`config.mk`:
```
export PLATFORM = sky130hd
export DESIGN_NAME = pfb_mac_ctrl
export DESIGN_NICKNAME = d
export VERILOG_FILES = /design/src/rtl/pfb_ctrl_pkg.sv /design/src/rtl/ce_delay_line.sv /design/src/rtl/pfb_mac_ctrl.sv
export SDC_FILE = /design/constraint.sdc
export NUM_CORES = 1
export LEC_CHECK = 0
export BUFFER_PORTS_ARGS = -buffer_cell sky130_fd_sc_hd__buf_4
export CORE_ASPECT_RATIO = 0.5
export CORE_MARGIN = 3
export CORE_UTILIZATION = 52
export DETAILED_ROUTE_END_ITERATION = 8
export GPL_TIMING_DRIVEN = 0
export PLACE_DENSITY_LB_ADDON = 0.15
export SLEW_MARGIN = 20
export SYNTH_ARGS = -nofsm -noshare
export SYNTH_HDL_FRONTEND = slang
export SYNTH_SLANG_ARGS = --single-unit
```
`constraint.sdc`:
```
create_clock -name clk -period 14.55 [get_ports clk]
set_clock_uncertainty 0.1 [all_clocks]
set_input_delay 3.6375 -clock clk [delete_from_list [all_inputs] [get_ports clk]]
set_output_delay 3.6375 -clock clk [all_outputs]
set_load 0.02 [all_outputs]
```
`src/rtl/pfb_ctrl_pkg.sv`:
```
// Shared types and latency constants for the PFB MAC chain sequencer.
package pfb_ctrl_pkg;

    typedef enum logic [1:0] {
        IDLE  = 2'd0,
        RUN   = 2'd1,
        DRAIN = 2'd2
    } ctrl_state_t;

    localparam int unsigned COEF_LAT    = 1;
    localparam int unsigned AREG        = 2;
    localparam int unsigned MREG        = 1;
    localparam int unsigned PREG        = 1;
    // Remaining stages come from the systolic cascade taps along the chain.
    localparam int unsigned CASCADE_LAT = 23;
    localparam int unsigned DEF_PIPE_LAT = COEF_LAT + AREG + MREG + PREG + CASCADE_LAT;

endpackage

```
`src/rtl/ce_delay_line.sv`:
```
// Clock-enabled shift register; advances in lockstep with the MAC chain.
module ce_delay_line #(
    parameter int unsigned W     = 8,
    parameter int unsigned DEPTH = 4
) (
    input  logic         clk,
    input  logic         reset,
    input  logic         ce,
    input  logic [W-1:0] din,
    output logic [W-1:0] dout
);

    logic [W-1:0] stages [DEPTH];

    always_ff @(posedge clk or posedge reset) begin
        if (reset) begin
            for (int unsigned i = 0; i < DEPTH; i++) begin
                stages[i] <= '0;
            end
        end else if (ce) begin
            stages[0] <= din;
            for (int unsigned i = 1; i < DEPTH; i++) begin
                stages[i] <= stages[i-1];
            end
        end
    end

    assign dout = stages[DEPTH-1];

endmodule

```
`src/rtl/pfb_mac_ctrl.sv`:
```
// Sequencer for a DSP48 PFB MAC chain: phase addressing, chain-wide clock
// enable and valid/phase/last tracking through the chain latency.
module pfb_mac_ctrl
    import pfb_ctrl_pkg::*;
#(
    parameter int unsigned PHASE_W  = 11,
    parameter int unsigned PIPE_LAT = DEF_PIPE_LAT,
    parameter int unsigned DATA_W   = 48
) (
    input  logic               clk,
    input  logic               reset,
    input  logic               enable,
    input  logic [PHASE_W-1:0] nfft_m1,
    input  logic               s_axis_tvalid,
    output logic               s_axis_tready,
    output logic [PHASE_W-1:0] coef_addr,
    output logic               mac_ce,
    input  logic [DATA_W-1:0]  mac_p,
    output logic               m_axis_tvalid,
    input  logic               m_axis_tready,
    output logic [DATA_W-1:0]  m_axis_tdata,
    output logic [PHASE_W-1:0] m_axis_tuser,
    output logic               m_axis_tlast,
    output logic               busy
);

    localparam int unsigned CNT_W = $clog2(PIPE_LAT + 1) + 1;

    ctrl_state_t        state, state_next;
    logic [PHASE_W-1:0] phase;
    logic [PHASE_W-1:0] nfft_lat;
    logic [CNT_W-1:0]   in_flight;
    logic               xfer, wrap, pop, start;
    logic [PHASE_W+1:0] dl_in, dl_out;

    assign mac_ce = m_axis_tready | ~m_axis_tvalid;
    // With enable low at a frame boundary, stop accepting so the frame closes on the wrap.
    assign s_axis_tready = (state == RUN) && mac_ce && (enable || (phase != '0));
    assign xfer      = s_axis_tvalid & s_axis_tready;
    assign wrap      = xfer && (phase == nfft_lat);
    assign pop       = m_axis_tvalid & m_axis_tready;
    assign coef_addr = phase;
    assign busy      = (state != IDLE);
    assign m_axis_tdata = mac_p;

    always_comb begin
        state_next = state;
        start      = 1'b0;
        case (state)
            IDLE: begin
                if (enable) begin
                    state_next = RUN;
                    start      = 1'b1;
                end
            end
            RUN: begin
                if (!enable && (phase == '0) && !xfer) begin
                    state_next = DRAIN;
                end
            end
            DRAIN: begin
                if ((in_flight == '0) && !m_axis_tvalid) begin
                    state_next = IDLE;
                end
            end
            default: state_next = IDLE;
        endcase
    end

    always_ff @(posedge clk or posedge reset) begin
        if (reset) begin
            state <= IDLE;
        end else begin
            state <= state_next;
        end
    end

    always_ff @(posedge clk or posedge reset) begin
        if (reset) begin
            phase    <= '0;
            nfft_lat <= '1;
        end else if (start) begin
            phase    <= '0;
            nfft_lat <= nfft_m1;
        end else if (wrap) begin
            phase    <= '0;
            nfft_lat <= nfft_m1;
        end else if (xfer) begin
            phase    <= phase + PHASE_W'(1);
        end
    end

    // Samples inside the chain, including the one presented at the output.
    always_ff @(posedge clk or posedge reset) begin
        if (reset) begin
            in_flight <= '0;
        end else begin
            in_flight <= in_flight + CNT_W'(xfer) - CNT_W'(pop);
        end
    end

    assign dl_in = {xfer, wrap, phase};

    ce_delay_line #(
        .W     (PHASE_W + 2),
        .DEPTH (PIPE_LAT)
    ) u_track (
        .clk   (clk),
        .reset (reset),
        .ce    (mac_ce),
        .din   (dl_in),
        .dout  (dl_out)
    );

    assign {m_axis_tvalid, m_axis_tlast, m_axis_tuser} = dl_out;

endmodule
```
# --- Word-level counts from Yosys, hierarchy flattened ---
# Index checks and enable logic that the tools add are counted.
word_totals:
  regBits: 394
  out_inout_bits: 75
op_classes:
  addsub: 3
  n_eq_ne: 6
  mux: 11
  bitwise: 4
  n_reduce_logical: 18
ops:
  columns: ["cell", "n"]
  rows:
  - ["$mux W11", 5]
  - ["$add A11 B1 Y11 const B", 1]
  - ["$eq A11 B11 Y1", 1]
  - ["$logic_not A11 Y1", 1]
  - ["$reduce_bool A11 Y1", 1]
  - ["$add A6 B1 Y6", 1]
  - ["$logic_and A1 B1 Y1", 6]
  - ["$logic_not A6 Y1", 1]
  - ["$mux W2", 3]
  - ["$pmux W2 S3", 1]
  - ["$sub A6 B1 Y6", 1]
  - ["$ne A2 B2 Y1 const B", 2]
  - ["$reduce_bool A2 Y1", 2]
  - ["$logic_not A1 Y1", 3]
  - ["$reduce_and A3 Y1", 1]
  - ["$reduce_bool A3 Y1", 1]
  - ["$and A1 B1 Y1", 2]
  - ["$eq A2 B1 Y1 const B", 1]
  - ["$eq A2 B2 Y1 const B", 1]
  - ["$logic_not A2 Y1", 1]
  - ["$mux W1", 2]
  - ["$ne A2 B1 Y1 const B", 1]
  - ["$logic_or A1 B1 Y1", 1]
  - ["$not A1 Y1", 1]
  - ["$or A1 B1 Y1", 1]

# --- Logic depth before layout (Yosys ltp) ---
depth:
  ltp_word: 9
  depth_mapped: 15
  ltp_nobuf: 14

# --- Cells and area by module ---
# Synthesis repeated with hierarchy kept, for this count alone.
unflattened:
  hier_cells: 997
  area_unflattened_um2: 17568.1
by_module_without_submodules:
  columns: ["module", "instances", "cells_per_inst", "area_per_inst_um2", "seq_area_each_um2"]
  rows:
  - ["ce_delay_line", 1, 783, 15411.0, 9108.7]
  - ["pfb_mac_ctrl", 1, 214, 2157.1, 764.5]

# --- Least setup slack after synthesis ---
# Ideal clock, no wire load.
synth_path:
  path_type: "input to output"
  start: "in m_axis_tready"
  end: "out s_axis_tready"
  t_arrival_ps: 4496
  t_required_ps: 10812
  path_slack_ps: 6316
  stages: 4
  n_path_buf: 2
  cell_sequence: "nor2b_1 > buf_6 > clkbuf_1 > nor3_1"
synth_between:
  elab_chain_cells: 3
synth_lines:
  columns: ["element", "line", "rtl"]
  rows:
  - ["start, declared", "pfb_mac_ctrl.sv:20", "input logic m_axis_tready,"]
  - ["$or A1 B1 Y1", "pfb_mac_ctrl.sv:36", "assign mac_ce = m_axis_tready | ~m_axis_tvalid;"]
  - ["$logic_and A1 B1 Y1 (2 in series)", "pfb_mac_ctrl.sv:38", "assign s_axis_tready = (state == RUN) && mac_ce && (enable || (phase != '0));"]
  - ["end, declared", "pfb_mac_ctrl.sv:15", "output logic s_axis_tready,"]
# No other way between the ends.

# --- Final worst setup path ---
# Ends and elaborated chain as after synthesis.

==> results.toml <==
[synth]
async_flop_share_pct = 100
synth_area_per_cell_um2 = 8.94
post-synth-top-area-cell = "dfrtp_1"
yosysTopAreaCellShare_pct = 60.9
synth_commonest_cells = "nand2_1 (1,089), dfrtp_1 (383), clkbuf_1 (73)"
yosysSeqAreaShare_pct = 62.8
synth-edff-count = 0
synthFlopType = "dfrtp_1"
netlist_top_cells_area = "dfrtp_1 (61%), nand2_1 (26%), buf_4 (2.8%)"
synth_seq_cells = 394
ys_types = 39
syn-num-nets = 1834
yosysMostFrequentCell = "nand2_1"
yosysWarnings = 0
synth_area_um2 = 15700
syn_inst = 1759

[power_and_ir_drop]
p_int_mw = 2.07
pwr-share-seq_pct = 47.5
power_frac_comb_pct = 20.2
power_density_nw_per_um2 = 161
pwr-share-clk_pct = 32.3
p_leak_nw = 10.4
ir_drop_mv = 0.115
power_switching_uw = 887
sw_frac_of_total_pct = 30.0

[route]
drc = 0
drt-met1-wl_mm = 15.4
via_count = 11100
vias_per_cell = 4.80
drt_iter0_drc = 623
wl_met2_mm = 14.2
dr.pass1.iters = 5
post_drt_wl_per_cell_um = 13.6
dr_wl_met3_mm = 1.60
top_layer = "met4"
ant_nets = 0
postRouteWirelength_mm = 31.6

[critical_path]
crit_chain = "buf_4, nor2b_1, buf_6, clkbuf_1, nor3_1, buf_4"
crit_buf_inv = 4
slowest_stage = "clkbuf_1"
endpoint_kind = "primary output"
cp.arrival_ns = 4.89
cp_max_fo = 10
path_common_cell = "buf_4"
cp_top_family = "buffers and inverters"
cp.required_ns = 10.81
r2r_slack_ns = 11.32
startpoint_type = "primary input"
crit_path_max_incr_delay_ns = 0.49
critPathKind = "primary input to primary output"

[global_route]
grt_max_degree = 36
grt_pass1_vias = 10800
antenna_found_initial = 0
grt_pass1_wl_mm = 53.6
grt_util_all_layers_pct = 20.2
gr-total-overflow = 0

[floorplanning]
fp.dieH_um = 129
start_util_pct = 53.5
ios = 139
die_w_um = 252
coreArea_um2 = 29400
rows = 44
die_area_um2 = 32500

[timing]
hold_violations = 0
rsz0062_at_grt = "no"
min_period_over_period_pct = 59.3
tightest_slew_ns = 0.687
clock.fmax_mhz = 116
fin_setup_tns_ns = 0
setup_viol = 0
slew_headroom_pct = 54.2
post-route-min-period_ns = 8.63
drv_slew = 0

[clocking]
worst_skew_pair.late_latency_ns = 0.52
clock-root-buffer = "clkbuf_16"
ctsHoldBuffers = 0
numCtsBuffers = 36
clock_path_buffers = 3
cts_resized = 0
clkTransAtPathRegs_ns = 0.07
htreeDepth = 2
cts.sinks = 394
cts_tree = "done"
post_cts_buffers = 0

[cells_and_area]
post-route-cell-area_um2 = 18400
fillers = 2546
multi_input_area_um2 = 5010
fin_nets = 1976
area_growth_pct = 16.9
instances_no_fill = 2316
drive_gt1_share_pct = 12.8
diodes = 0
register_area_um2 = 9870

[place]
dp_cells = 2254
placed_cell_area_um2 = 17200
io_buffers = 90
place_hpwl_mm = 22.3
gp_congestion = 0.792

[min_path]
min_path_type = "flip-flop to flip-flop"

[job]
cap_violations = 0

[run_status]
status = "complete, no violations"
logic make-up after synthesis:
family / after synthesis / synth area share [%]
flip-flops: 394 / 62.8
adder cells (fa/ha/maj): 11 / 0.923
AO/OA/AOI/OAI: 25 / 0.883
AND/OR/NAND/NOR: 1137 / 27.9
XOR/XNOR: 18 / 1.00
buffers and inverters: 161 / 5.38
multiplexers: 13 / 1.15
worst paths after layout:
check / to / startpoint / cells past startpoint
setup / recovery: s_axis_tready / m_axis_tready / 6
hold / removal: u_track.stages[25] / u_track.stages[25] / 2
setup reg to reg: in_flight[5] / coef_addr[0] / 15
hold reg to reg: u_track.stages[25] / u_track.stages[25] / 2
max in group asynchronous: u_track.stages[221] / reset / 7
min in group asynchronous: u_track.stages[16] / reset / 2
tightest hold or removal path: cells and delay by family (launching register included):
| kind | cells | cell delay [ns] |
|---|---|---|
| AND/OR/NAND/NOR | 2 | 0.10 |
| flip-flops | 1 | 0.34 |
flip-flops by register name, indices dropped and copies added (netlist names):
name,flops
coef_addr,11
u_track.stages,351
u_track.dout,13
nfft_lat,11
state,2
in_flight,6
cells in the final DEF (no fill, tap or decap), types with 7 or more instances in the layout:
master and count:
o21ai_0 12, dfrtp_1 383, clkbuf_16 37, ha_1 10, buf_12 10, nand2_1 1089
nor3_1 11, buf_4 149, clkbuf_8 7, clkbuf_1 82, inv_1 12, buf_1 10
dfstp_2 11, xor2_1 14, mux2_4 10
metrics by stage:
| step | setup slack, ns | hold slack (ns) | utilization (%) | power, mW |
|---|---|---|---|---|
| 6_report | 5.92 | 0.361 | 62.5 | 2.96 |
| 5_1_grt | 5.81 | 0.379 | 62.5 | 3.14 |
| 4_1_cts | 5.92 | 0.358 | 62.5 | 2.99 |
| 3_5_place_dp | 5.92 | 0.348 | 58.5 | 2.03 |
| 3_3_place_gp | 3.24 | 0.343 | 57.5 | 2.00 |
| 2_1_floorplan | 5.52 | 0.330 | - | 1.83 |
routing by layer:
metal / vias to the layer above / GRT usage, %
li1: 5597 / -
met1: 5300 / 29.2
met2: 182 / 32.1
met3: 40 / 4.34
met4: 0 / 4.33
met5: - / 0
power groups by stage:
stage | Combinational, mW | Clock [mW] | Sequential [mW]
2_1_floorplan | 0.430 | 0 | 1.40
3_3_place_gp | 0.575 | 0 | 1.42
3_5_place_dp | 0.604 | 0 | 1.42
4_1_cts | 0.609 | 0.976 | 1.40
5_1_grt | 0.682 | 1.03 | 1.43
6_report | 0.598 | 0.954 | 1.41
area by class of cell:
| class | count | area share (%) |
|---|---|---|
| flip-flops and latches | 394 | 53.7 |
| multi-input cells | 1204 | 27.2 |
| clock buffers | 53 | 5.74 |
| repair buffers | 104 | 5.36 |
| plain buffers | 146 | 4.28 |
| well taps | 391 | 2.66 |
| clock inverters | 9 | 0.674 |
| inverters | 15 | 0.340 |
Power figures use the tool's default switching activity.
